--- src/rtl/alu_result_bcd.sv ---
// alu_result_bcd
// Sequential binary-to-BCD converter for the ALU result display path.
// Uses shift-add-3 (double dabble) and processes one bit per clock, with a
// start/done handshake. A subtract result with its MSB set is shown as a
// magnitude plus a negative flag. The undefined opcode 2'b11 produces an
// all-ones digit pattern and raises err.
module alu_result_bcd #(
    parameter int BIN_W  = 10,
    parameter int DIGITS = 4
) (
    input  logic                  clk,
    input  logic                  rst,
    input  logic                  start,
    input  logic [BIN_W-1:0]      bin_in,
    input  logic [1:0]            operation,
    output logic                  busy,
    output logic                  done,
    output logic [4*DIGITS-1:0]   bcd_out,
    output logic                  neg,
    output logic                  err
);

    localparam int CNT_W = $clog2(BIN_W + 1);
    localparam int BCD_W = 4 * DIGITS;

    // DONE is never entered: the final shift edge loads the outputs and
    // returns to IDLE directly. This lets a start presented during the
    // done cycle be accepted at the very next edge. DONE is kept as a
    // decoded state so that an upset into it recovers to IDLE.
    typedef enum logic [1:0] {
        ST_IDLE  = 2'b00,
        ST_SHIFT = 2'b01,
        ST_DONE  = 2'b10
    } state_t;

    state_t             state_q,    state_d;
    logic [CNT_W-1:0]   cnt_q,      cnt_d;
    logic [BIN_W-1:0]   opnd_q,     opnd_d;
    logic [BCD_W-1:0]   acc_q,      acc_d;
    logic               pend_neg_q, pend_neg_d;
    logic               pend_err_q, pend_err_d;
    logic               busy_q,     busy_d;
    logic               done_q,     done_d;
    logic [BCD_W-1:0]   bcd_q,      bcd_d;
    logic               neg_q,      neg_d;
    logic               err_q,      err_d;

    logic [BCD_W-1:0]   adj_s;
    logic [BCD_W-1:0]   acc_next_s;
    logic [BIN_W-1:0]   opnd_next_s;
    logic               last_shift_s;

    // Adds 3 to every BCD digit that is 5 or more, before the next shift.
    function automatic logic [BCD_W-1:0] add3_digits(input logic [BCD_W-1:0] v);
        logic [BCD_W-1:0] r;
        r = v;
        for (int i = 0; i < DIGITS; i++) begin
            if (r[4*i +: 4] >= 4'd5) begin
                r[4*i +: 4] = r[4*i +: 4] + 4'd3;
            end else begin
                r[4*i +: 4] = r[4*i +: 4];
            end
        end
        return r;
    endfunction

    // One double-dabble step: adjust the digits, then shift {acc, operand} left by one.
    always_comb begin
        adj_s        = add3_digits(acc_q);
        acc_next_s   = {adj_s[BCD_W-2:0], opnd_q[BIN_W-1]};
        opnd_next_s  = {opnd_q[BIN_W-2:0], 1'b0};
        last_shift_s = (cnt_q == CNT_W'(BIN_W - 1));
    end

    // Next-state and next-output logic for the IDLE/SHIFT/DONE sequencer.
    always_comb begin
        state_d    = state_q;
        cnt_d      = cnt_q;
        opnd_d     = opnd_q;
        acc_d      = acc_q;
        pend_neg_d = pend_neg_q;
        pend_err_d = pend_err_q;
        busy_d     = busy_q;
        done_d     = 1'b0;
        bcd_d      = bcd_q;
        neg_d      = neg_q;
        err_d      = err_q;

        case (state_q)
            ST_IDLE: begin
                if (start) begin
                    state_d = ST_SHIFT;
                    busy_d  = 1'b1;
                    cnt_d   = '0;
                    acc_d   = '0;
                    case (operation)
                        2'b01: begin
                            // Subtract: a set MSB means negative, so convert to magnitude.
                            if (bin_in[BIN_W-1]) begin
                                opnd_d     = (~bin_in) + {{(BIN_W-1){1'b0}}, 1'b1};
                                pend_neg_d = 1'b1;
                            end else begin
                                opnd_d     = bin_in;
                                pend_neg_d = 1'b0;
                            end
                            pend_err_d = 1'b0;
                        end
                        2'b11: begin
                            opnd_d     = '0;
                            pend_neg_d = 1'b0;
                            pend_err_d = 1'b1;
                        end
                        default: begin
                            opnd_d     = bin_in;
                            pend_neg_d = 1'b0;
                            pend_err_d = 1'b0;
                        end
                    endcase
                end else begin
                    state_d = ST_IDLE;
                end
            end

            ST_SHIFT: begin
                acc_d  = acc_next_s;
                opnd_d = opnd_next_s;
                if (last_shift_s) begin
                    // Final shift: publish the result and return to IDLE on this same edge.
                    state_d = ST_IDLE;
                    cnt_d   = '0;
                    busy_d  = 1'b0;
                    done_d  = 1'b1;
                    bcd_d   = pend_err_q ? {BCD_W{1'b1}} : acc_next_s;
                    neg_d   = pend_neg_q & ~pend_err_q;
                    err_d   = pend_err_q;
                end else begin
                    state_d = ST_SHIFT;
                    cnt_d   = cnt_q + CNT_W'(1);
                end
            end

            ST_DONE: begin
                state_d = ST_IDLE;
                busy_d  = 1'b0;
            end

            default: begin
                state_d = ST_IDLE;
                busy_d  = 1'b0;
                cnt_d   = '0;
            end
        endcase
    end

    // State and output registers; an asynchronous reset abandons any conversion in progress.
    always_ff @(posedge clk or posedge rst) begin
        if (rst) begin
            state_q    <= ST_IDLE;
            cnt_q      <= '0;
            opnd_q     <= '0;
            acc_q      <= '0;
            pend_neg_q <= 1'b0;
            pend_err_q <= 1'b0;
            busy_q     <= 1'b0;
            done_q     <= 1'b0;
            bcd_q      <= '0;
            neg_q      <= 1'b0;
            err_q      <= 1'b0;
        end else begin
            state_q    <= state_d;
            cnt_q      <= cnt_d;
            opnd_q     <= opnd_d;
            acc_q      <= acc_d;
            pend_neg_q <= pend_neg_d;
            pend_err_q <= pend_err_d;
            busy_q     <= busy_d;
            done_q     <= done_d;
            bcd_q      <= bcd_d;
            neg_q      <= neg_d;
            err_q      <= err_d;
        end
    end

    assign busy    = busy_q;
    assign done    = done_q;
    assign bcd_out = bcd_q;
    assign neg     = neg_q;
    assign err     = err_q;

endmodule

--- config.mk ---
export PLATFORM = sky130hd
export DESIGN_NAME = alu_result_bcd
export DESIGN_NICKNAME = d
export VERILOG_FILES = /design/src/rtl/alu_result_bcd.sv
export SDC_FILE = /design/constraint.sdc
export NUM_CORES = 1
export LEC_CHECK = 0
export CORE_AREA = 3 3 140 88
export DETAILED_ROUTE_END_ITERATION = 16
export DIE_AREA = 0 0 143 91
export GPL_ROUTABILITY_DRIVEN = 1
export GPL_TIMING_DRIVEN = 0
export PLACE_DENSITY = 0.48
export SLEW_MARGIN = 40
export SYNTH_ARGS = -nofsm -noshare
export SYNTH_HDL_FRONTEND = slang
export SYNTH_SLANG_ARGS = --single-unit
--- constraint.sdc ---
create_clock -name clk -period 1.85 [get_ports clk]
set_clock_uncertainty 0.15 [all_clocks]
set_input_delay 0.37 -clock clk [delete_from_list [all_inputs] [get_ports clk]]
set_output_delay 0.37 -clock clk [all_outputs]
set_load 0.05 [all_outputs]
## After elaboration in Yosys (flattened, before gate mapping)

Cells that the tools add are included.

- Memories: 0
- Flip-flop bits (word level): 54
- Logic and storage cells: 64
- Memory bits (read-only): 0
- Output and inout port bits: 20
- Latch bits: 0
- Bits in writable memories: 0

- Magnitude comparators: 4
- Multiply operators: 0
- Muxes and demuxes: 25
- $add $sub $neg: 6
- Reductions and logical operators: 7
- Divide/modulo/power cells: 0
- Bitwise operators: 4
- Equal/unequal tests: 7
- Shifts and indexed selects: 0

Operator list:

| operator | number |
|---|---|
| 10-bit case mux with 2 select lines | 2 |
| 16-bit 2-to-1 mux | 2 |
| 16-bit case mux with 2 select lines | 1 |
| 10-bit 2-to-1 mux | 2 |
| 4-bit 2-to-1 mux | 5 |
| 4-bit by 3-bit greater-or-equal comparator with 1-bit output, second input constant | 4 |
| 4-bit by 2-bit adder with 4-bit output, second input constant | 3 |
| 4-bit case mux with 3 select lines | 1 |
| 10-bit by 1-bit adder with 10-bit output, second input constant | 1 |
| 10-bit inverter | 1 |
| 2-bit AND reduction | 5 |
| 1-bit 2-to-1 mux | 9 |
| 4-bit by 1-bit adder with 4-bit output, second input constant | 1 |
| 2-bit by 1-bit equality test with 1-bit output, second input constant | 2 |
| 2-bit equality test, second input constant | 2 |
| 4-bit equality test, second input constant | 1 |
| 2-bit inequality test, second input constant | 2 |
| 2-bit case mux with 2 select lines | 1 |
| 3-bit by 2-bit adder with 3-bit output, second input constant | 1 |
| 3-bit 2-to-1 mux | 1 |
| 2-bit logical NOT | 1 |
| 1-bit inverter | 2 |
| 1-bit case mux with 2 select lines | 1 |
| 2-bit nonzero test | 1 |
| 1-bit bitwise AND | 1 |

## Logic depth before layout (Yosys ltp)

Gate-level depths: netlist (run 1).

- Depth after elaboration: 6
- Mapped depth: 9
- Depth with buffers taken out: 7

## Worst setup path after synthesis (run 1)

No wires, ideal clock.

- Kind: reg2reg
- Start: register cnt_q[0]
- End: register bcd_q[1], in the netlist bcd_out[1]
- Setup slack: 0.186 ns
- Required time: 1.579 ns
- Buffers on the path: 2
- Cell stages (with the launch flop): 8
- Arrival time: 1.393 ns
- Cell sequence: dfrtp_1 -> ha_1 -> and3b_1 -> buf_4 -> nand2_4 -> inv_1 -> buf_4 -> o22a_1

- Cells in the longest elaborated chain, start to end: 2

RTL lines:

| what | line | text |
|---|---|---|
| start: declaration | 37 | `logic [CNT_W-1:0] cnt_q, cnt_d;` |
| start signal: assignment | 171 | `cnt_q <= cnt_d;` |
| 4-bit equality test | 72 | `last_shift_s = (cnt_q == CNT_W'(BIN_W - 1));` |
| 2-bit AND reduction (no line) | - |  |
| end signal: assignment | 166 | `bcd_q <= '0;` |
| end signal: assignment | 178 | `bcd_q <= bcd_d;` |
| end: declaration | 44 | `logic [BCD_W-1:0] bcd_q, bcd_d;` |

No other way between the ends.
A chain may end at the register's enable or synchronous reset.

## Final worst setup path (run 1)

Ends and elaborated chain as after synthesis.

==> results of run 1 <==
-- synth_stat cells (2+ instances only) --
| cell | number | area (µm²) |
|---|---|---|
| a21oi_1 | 32 | 160.2 |
| nand3b_1 | 2 | 15.01 |
| o31ai_1 | 2 | 15.01 |
| mux2i_1 | 8 | 80.08 |
| o22a_1 | 5 | 43.79 |
| buf_4 | 2 | 15.01 |
| ha_1 | 11 | 137.6 |
| nor2_1 | 21 | 78.83 |
| a21o_1 | 7 | 52.55 |
| xor2_1 | 2 | 17.52 |
| mux2_2 | 2 | 22.52 |
| nor3b_1 | 16 | 120.1 |
| buf_2 | 6 | 30.03 |
| o21ai_0 | 17 | 85.08 |
| nand2b_1 | 7 | 43.79 |
| inv_1 | 16 | 60.06 |
| o21ai_1 | 2 | 10.01 |
| nor2b_1 | 2 | 12.51 |
| o21bai_2 | 2 | 22.52 |
| nor3_1 | 5 | 25.02 |
| dfrtp_1 | 53 | 1326 |
| clkbuf_1 | 3 | 11.26 |
| a31oi_1 | 3 | 18.77 |
| xnor2_1 | 9 | 78.83 |
| nand2_1 | 21 | 78.83 |
| nand3_1 | 3 | 15.01 |
-- state kept, by name, summed over array words and instances (netlist names) --
register / cells
pend_neg_q: 1
busy: 1
done: 1
acc_q: 16
cnt_q: 4
bcd_out: 16
state_q: 1
opnd_q: 10
err: 1
pend_err_q: 1
neg: 1
-- routing by layer --
metal | wire (µm) | up-vias | share of wire (%)
met5 | 0 | - | 0
met3 | 211 | 8 | 2.9
met4 | 81 | 0 | 1.1
met1 | 3856 | 1104 | 53
li1 | - | 1073 | -
met2 | 3164 | 27 | 43
-- timing repair --
action | CTS | global route
resized for setup | 26 | 18
cloned | 0 | 1
endpoints found under the setup margin | 44 | 20
pin swaps | 0 | 1
buffers inserted | 2 | 5
-- report_power, final --
group | internal [µW] | switching (µW)
clock | 540 | 442
combinational | 1350 | 2120
sequential | 1670 | 358
-- layout by cell type, fill, tap and decap left out, drive strengths merged, types with 3 or more instances in the layout --
cell | synthesis | layout
nand3 | 3 | 3
nor3 | 5 | 5
nand2 | 23 | 23
nor3b | 16 | 16
a31oi | 3 | 3
o21ai | 19 | 19
clkdlybuf4s50 | 0 | 14
dfrtp | 53 | 53
a21o | 8 | 8
inv | 16 | 15
a21oi | 32 | 32
o22a | 5 | 5
mux2i | 8 | 8
xnor2 | 9 | 9
nor2 | 21 | 21
buf | 8 | 15
dlygate4sd2 | 0 | 20
clkbuf | 4 | 11
ha | 11 | 11
nand2b | 7 | 7
-- final timing paths --
path / from / to / slack, ns / cells past startpoint
max: cnt_q[0]$_DFFE_PP0P_ / bcd_out[1]$_DFFE_PP0P_ / 0.04 / 6
min: rst / done$_DFF_PP0_ / 0.24 / 2
max reg2reg: cnt_q[0]$_DFFE_PP0P_ / bcd_out[1]$_DFFE_PP0P_ / 0.04 / 6
min reg2reg: opnd_q[3]$_DFFE_PP0P_ / opnd_q[4]$_DFFE_PP0P_ / 0.35 / 2
max in group asynchronous: rst / opnd_q[5]$_DFFE_PP0P_ / 0.83 / 3
min in group clk: opnd_q[3]$_DFFE_PP0P_ / opnd_q[4]$_DFFE_PP0P_ / 0.35 / 2
-- area by class of cell --
cell class	count	area (µm²)	share of cell area, %
Buffer	11	78.83	2.211
Clock buffer	6	138.9	3.895
Clock inverter	2	13.76	0.3860
Inverter	16	66.31	1.860
Multi-Input combinational cell	197	1348	37.79
Sequential cell	53	1328	37.23
Tap cell	144	180.2	5.053
Timing Repair Buffer	43	412.9	11.58
-- worst max-delay path, delay by kind of cell, from the launching register on --
| family | cells | cell delay, ns |
|---|---|---|
| DFF | 1 | 0.39 |
| adders and majority gates | 1 | 0.20 |
| buffers and inverters | 2 | 0.36 |
| and+or+nand+nor | 2 | 0.40 |
| AOI/OAI and AO/OA | 1 | 0.19 |
-- cells by family (layout without fill, tap and decap cells) --
kind of cell	after synthesis	after routing	synth area share (%)
DFF	53	53	48.25
xor gates and xnor gates	11	11	3.505
and+or+nand+nor	86	86	17.07
adders and majority gates	11	11	5.007
buffers and inverters	28	78	4.734
AOI/OAI and AO/OA	79	79	17.71
muxes	10	10	3.732
-- stage by stage --
stage | setup TNS [ns] | hold WS, ns
detailed placement | -7.083 | 0.3295
global placement | -67.25 | 0.3260
global route | -0.03021 | 0.2747
finish | 0 | 0.2352
floorplan | 0 | 0.2985
CTS | 0 | 0.2464
==> results_dict.tcl, run 1 <==
set metrics [dict create \
    status "finished clean" \
    route.detailed.drc 0 \
    grt_max_degree 32 \
    yosys_warnings 0 \
    drtPass1Iterations 4 \
    critical_path_class "flop to flop" \
    hold_viol_final 0 \
    ctsRootBufferMaster "clkbuf_16" \
    grt.met1_usage_pct 17.96 \
    cp-end-kind "flop" \
    postPlaceCellArea_mm2 0.003292 \
    pin_count 35 \
    synth-seq-cells 53 \
    crit_chain "ha_1 -> and3b_2 -> nand2_8 -> clkinvlp_4 -> buf_8 -> o22a_1" \
    slowest_delay_ns 0.39 \
    hpwl_mm 5.148 \
    path_clk_slew_ns 0.07 \
    met3_usage_pct 2.737 \
    io_buffers 34 \
    start_kind "flop" \
    slew_violations 0 \
    antenna_found_initial 0 \
    h-tree-depth 2 \
    vdd_drop_max_mv 0.6368 \
    worst-endpoint-arrival_ns 1.84 \
    fillers 1148 \
    top_usage_layer "met1" \
    vias 2212 \
    routed_wl_mm 7.314 \
    diodes 0 \
    ys_types 45 \
    cts_buffer_depth 2 \
    hold_path_class "input pin to asynchronous set/reset pin" \
    p_leak_uw 0.001526 \
    synth_edf_count 0 \
    worst_skew_pair.late_latency_ns 0.30 \
    netlist_instances 278 \
    relSlewSlack_pct 65.71 \
    cp_data_required_time_ns 1.89 \
    rsz0062_at_grt "true" \
    clkSinkCount 53 \
    cts_tree "built" \
    drv_cap 0 \
    fin_area_mm2 0.003566 \
    coreArea_mm2 0.01115 \
    cts_hold_buf 0 \
    fp.dieW_um 143 \
    overflow 0 \
    grt_use_total_pct 12.01 \
    async_reset_ff_share_pct 100.0 \
    die-area_mm2 0.01301 \
    synthesis.nets 304 \
    start_util_pct 24.66 \
    grt_pass1_vias 2281 \
    finalSetupViolations 0 \
    drtIter0Drc 132 \
    grt_pass1_wl_mm 12.25 \
    critPathSlowestCell "dfrtp_1" \
    die_y_um 91 \
    worst_slew_pin_slew_ns 0.5143 \
    p_per_area_mw_per_mm2 1816 \
    pre_cts_slack_ns -0.3996 \
    synth-main-ff-cell "dfrtp_1" \
    p_total_uw 6477 \
    synth_area_per_cell_um2 9.888 \
    yosysSeqAreaShare_pct 48.25 \
    placementRows 30 \
    drive_gt1_share_pct 16.46 \
    fin_ws_ns 0.04392 \
    period_needed_ns 1.806 \
    stdcell_count 472 \
    dp.cells 457 \
    worstPathMaxFanout 7 \
    grt_use_met2_pct 17.34 \
    fin_util_pct 31.99 \
    netlist_area_mm2 0.002749 \
    antenna_left 0 \
    gp_congestion 0.8177 \
    final_nets 353 \
    wl_per_cell_um 15.50 \
    cts_buffers 5 \
    fmax_ghz 0.5537 \
    period_share_pct 97.63 \
    routed_via_density 4.686 \
    syn2layout_area_growth_pct 29.72 \
]
No activity file was read; power rests on OpenSTA's default activity.
==> run 2, diff against run 1 <==
--- a/config.mk
+++ b/config.mk
@@ -5,6 +5,7 @@
 export SDC_FILE = /design/constraint.sdc
 export NUM_CORES = 1
 export LEC_CHECK = 0
+export ABC_AREA = 0
 export CORE_AREA = 3 3 140 88
 export DETAILED_ROUTE_END_ITERATION = 16
 export DIE_AREA = 0 0 143 91
==> results of run 2 <==
The final DEF is identical to that of run 1; final timing and power are the same.
==> run 3, diff against run 2 <==
--- a/config.mk
+++ b/config.mk
@@ -11,7 +11,6 @@
 export DIE_AREA = 0 0 143 91
 export GPL_ROUTABILITY_DRIVEN = 1
 export GPL_TIMING_DRIVEN = 0
-export PLACE_DENSITY = 0.48
 export SLEW_MARGIN = 40
 export SYNTH_ARGS = -nofsm -noshare
 export SYNTH_HDL_FRONTEND = slang
==> results_dict.tcl, run 3 (synthesis gave the netlist of run 1 again) <==
set metrics [dict create \
    drtPass1Iterations 4 \
    status "finished clean" \
    hold_slack_ns 0.2622 \
    worst_skew_pair.late_latency_ns 0.30 \
    clkSinkCount 53 \
    placementRows 30 \
    worstPathMaxFanout 3 \
    p_leak_uw 0.001511 \
    relSlewSlack_pct 59.16 \
    hold_path_class "input pin to asynchronous set/reset pin" \
    period_share_pct 96.49 \
    drive_gt1_share_pct 14.20 \
    cp-endpoint "opnd_q[7]$_DFFE_PP0P_" \
    io_buffers 34 \
    die-area_mm2 0.01301 \
    hpwl_mm 4.992 \
    cts_tree "built" \
    final_common_cell "dfrtp_1" \
    cts_buffer_depth 2 \
    wl_per_cell_um 15.06 \
    fin_util_pct 31.40 \
    tns_ns 0 \
    die_y_um 91 \
    rr_worst_depth 6 \
    routed_via_density 4.669 \
    overflow 0 \
    vias 2185 \
    hold_viol_final 0 \
    path_clk_slew_ns 0.07 \
    start_kind "input pin" \
    fp.dieW_um 143 \
    routed_wl_mm 7.046 \
    finalSetupViolations 0 \
    grt_max_degree 28 \
    final_nets 349 \
    crit_start "bin_in[3]" \
    grt_pass1_wl_mm 11.13 \
    fmax_ghz 0.5602 \
    worst_slew_pin_slew_ns 0.6103 \
    antenna_left 0 \
    rrSetupSlack_ns 0.08 \
    cp_data_required_time_ns 1.88 \
    grt_use_total_pct 10.98 \
    cp-end-kind "flop" \
    cts_hold_buf 0 \
    slew_violations 0 \
    start_util_pct 24.66 \
    gp_congestion 0.7752 \
    coreArea_mm2 0.01115 \
    ctsRootBufferMaster "clkbuf_16" \
    antenna_found_initial 0 \
    grt_pass1_vias 2123 \
    diodes 0 \
    fillers 1132 \
    regToRegEndpoint "bcd_out[10]$_DFFE_PP0P_" \
    route.detailed.drc 0 \
    layout_common_cells "dfrtp_1 (52), a21oi_1 (28), nor2_1 (20), nand2_1 (20), dlygate4sd2_1 (20)" \
    h-tree-depth 2 \
    vdd_drop_max_mv 0.5601 \
    critical_path_class "input pin to flop" \
    drtIter0Drc 148 \
    syn2layout_area_growth_pct 27.36 \
    drv_cap 0 \
    worst-endpoint-arrival_ns 1.82 \
    p_per_area_mw_per_mm2 1812 \
    r2r-start "acc_q[9]$_DFFE_PP0P_" \
    regArea_mm2 0.001328 \
    cts_buffers 5 \
    pin_count 35 \
    multi_input_area_mm2 0.001346 \
    period_needed_ns 1.785 \
]
==> run 3: timing repair <==
action / 4_1_cts / 5_1_grt
pin swaps: 0 / 3
endpoints found under the setup margin: 23 / 27
hold endpoints to repair: 0 / 0
resized for setup: 23 / 22
buffers inserted: 0 / 3
==> run 3: worst min-delay path by stage <==
stage | startpoint | endpoint | slack [ns] | depth (start not counted)
floorplan | pend_neg_q$_DFFE_PP0P_ | pend_neg_q$_DFFE_PP0P_ | 0.30 | 2
global placement | bcd_out[0]$_DFFE_PP0P_ | bcd_out[0]$_DFFE_PP0P_ | 0.32 | 2
detailed placement | err$_DFFE_PP0P_ | err$_DFFE_PP0P_ | 0.32 | 2
CTS | rst | done$_DFF_PP0_ | 0.28 | 2
global route | rst | done$_DFF_PP0_ | 0.31 | 2
finish | rst | done$_DFF_PP0_ | 0.26 | 2
==> run 3: where the power goes <==
part	internal [µW]	switching, µW	leakage [µW]
Combinational	1290	2080	0.000805
Clock	498	428	0.0000706
Sequential	1670	380	0.000636
Total	3450	2890	0.00151
==> run 3: critical path, stage by stage <==
cell and delay [ns]:
clkdlybuf4s50_1 0.47, or4_4 0.58, o21bai_2 0.15, xor2_1 0.17
o21ai_1 0.08
==> run 3: area by class of cell <==
type                            count  share of cell area (%)
Buffer                             12                   2.430
Clock buffer                        6                   3.681
Clock inverter                      2                  0.2859
Inverter                           16                   1.858
Multi-Input combinational cell    197                   38.46
Sequential cell                    53                   37.92
Tap cell                          144                   5.147
Timing Repair Buffer               38                   10.22
==> run 3: layer usage <==
layer / global-route usage (%) / vias to the layer above / share of wire (%)
met4: 3.085 / 0 / 1.1
met2: 15.66 / 40 / 43
met1: 16.07 / 1074 / 51
met3: 3.158 / 8 / 4.6
li1: - / 1063 / -
met5: 0 / - / 0
==> run 3: through the flow <==
step / total power (µW) / std cells / setup slack, ns / area (µm²)
finish: 6344 / 468 / 0.06490 / 3501
global route: 6777 / 468 / -0.01493 / 3501
CTS: 6190 / 465 / 0.002511 / 3413
detailed placement: 5356 / 457 / -0.3593 / 3292
global placement: 5243 / 456 / -1.031 / 3269
floorplan: 4356 / 278 / 0.04377 / 2749
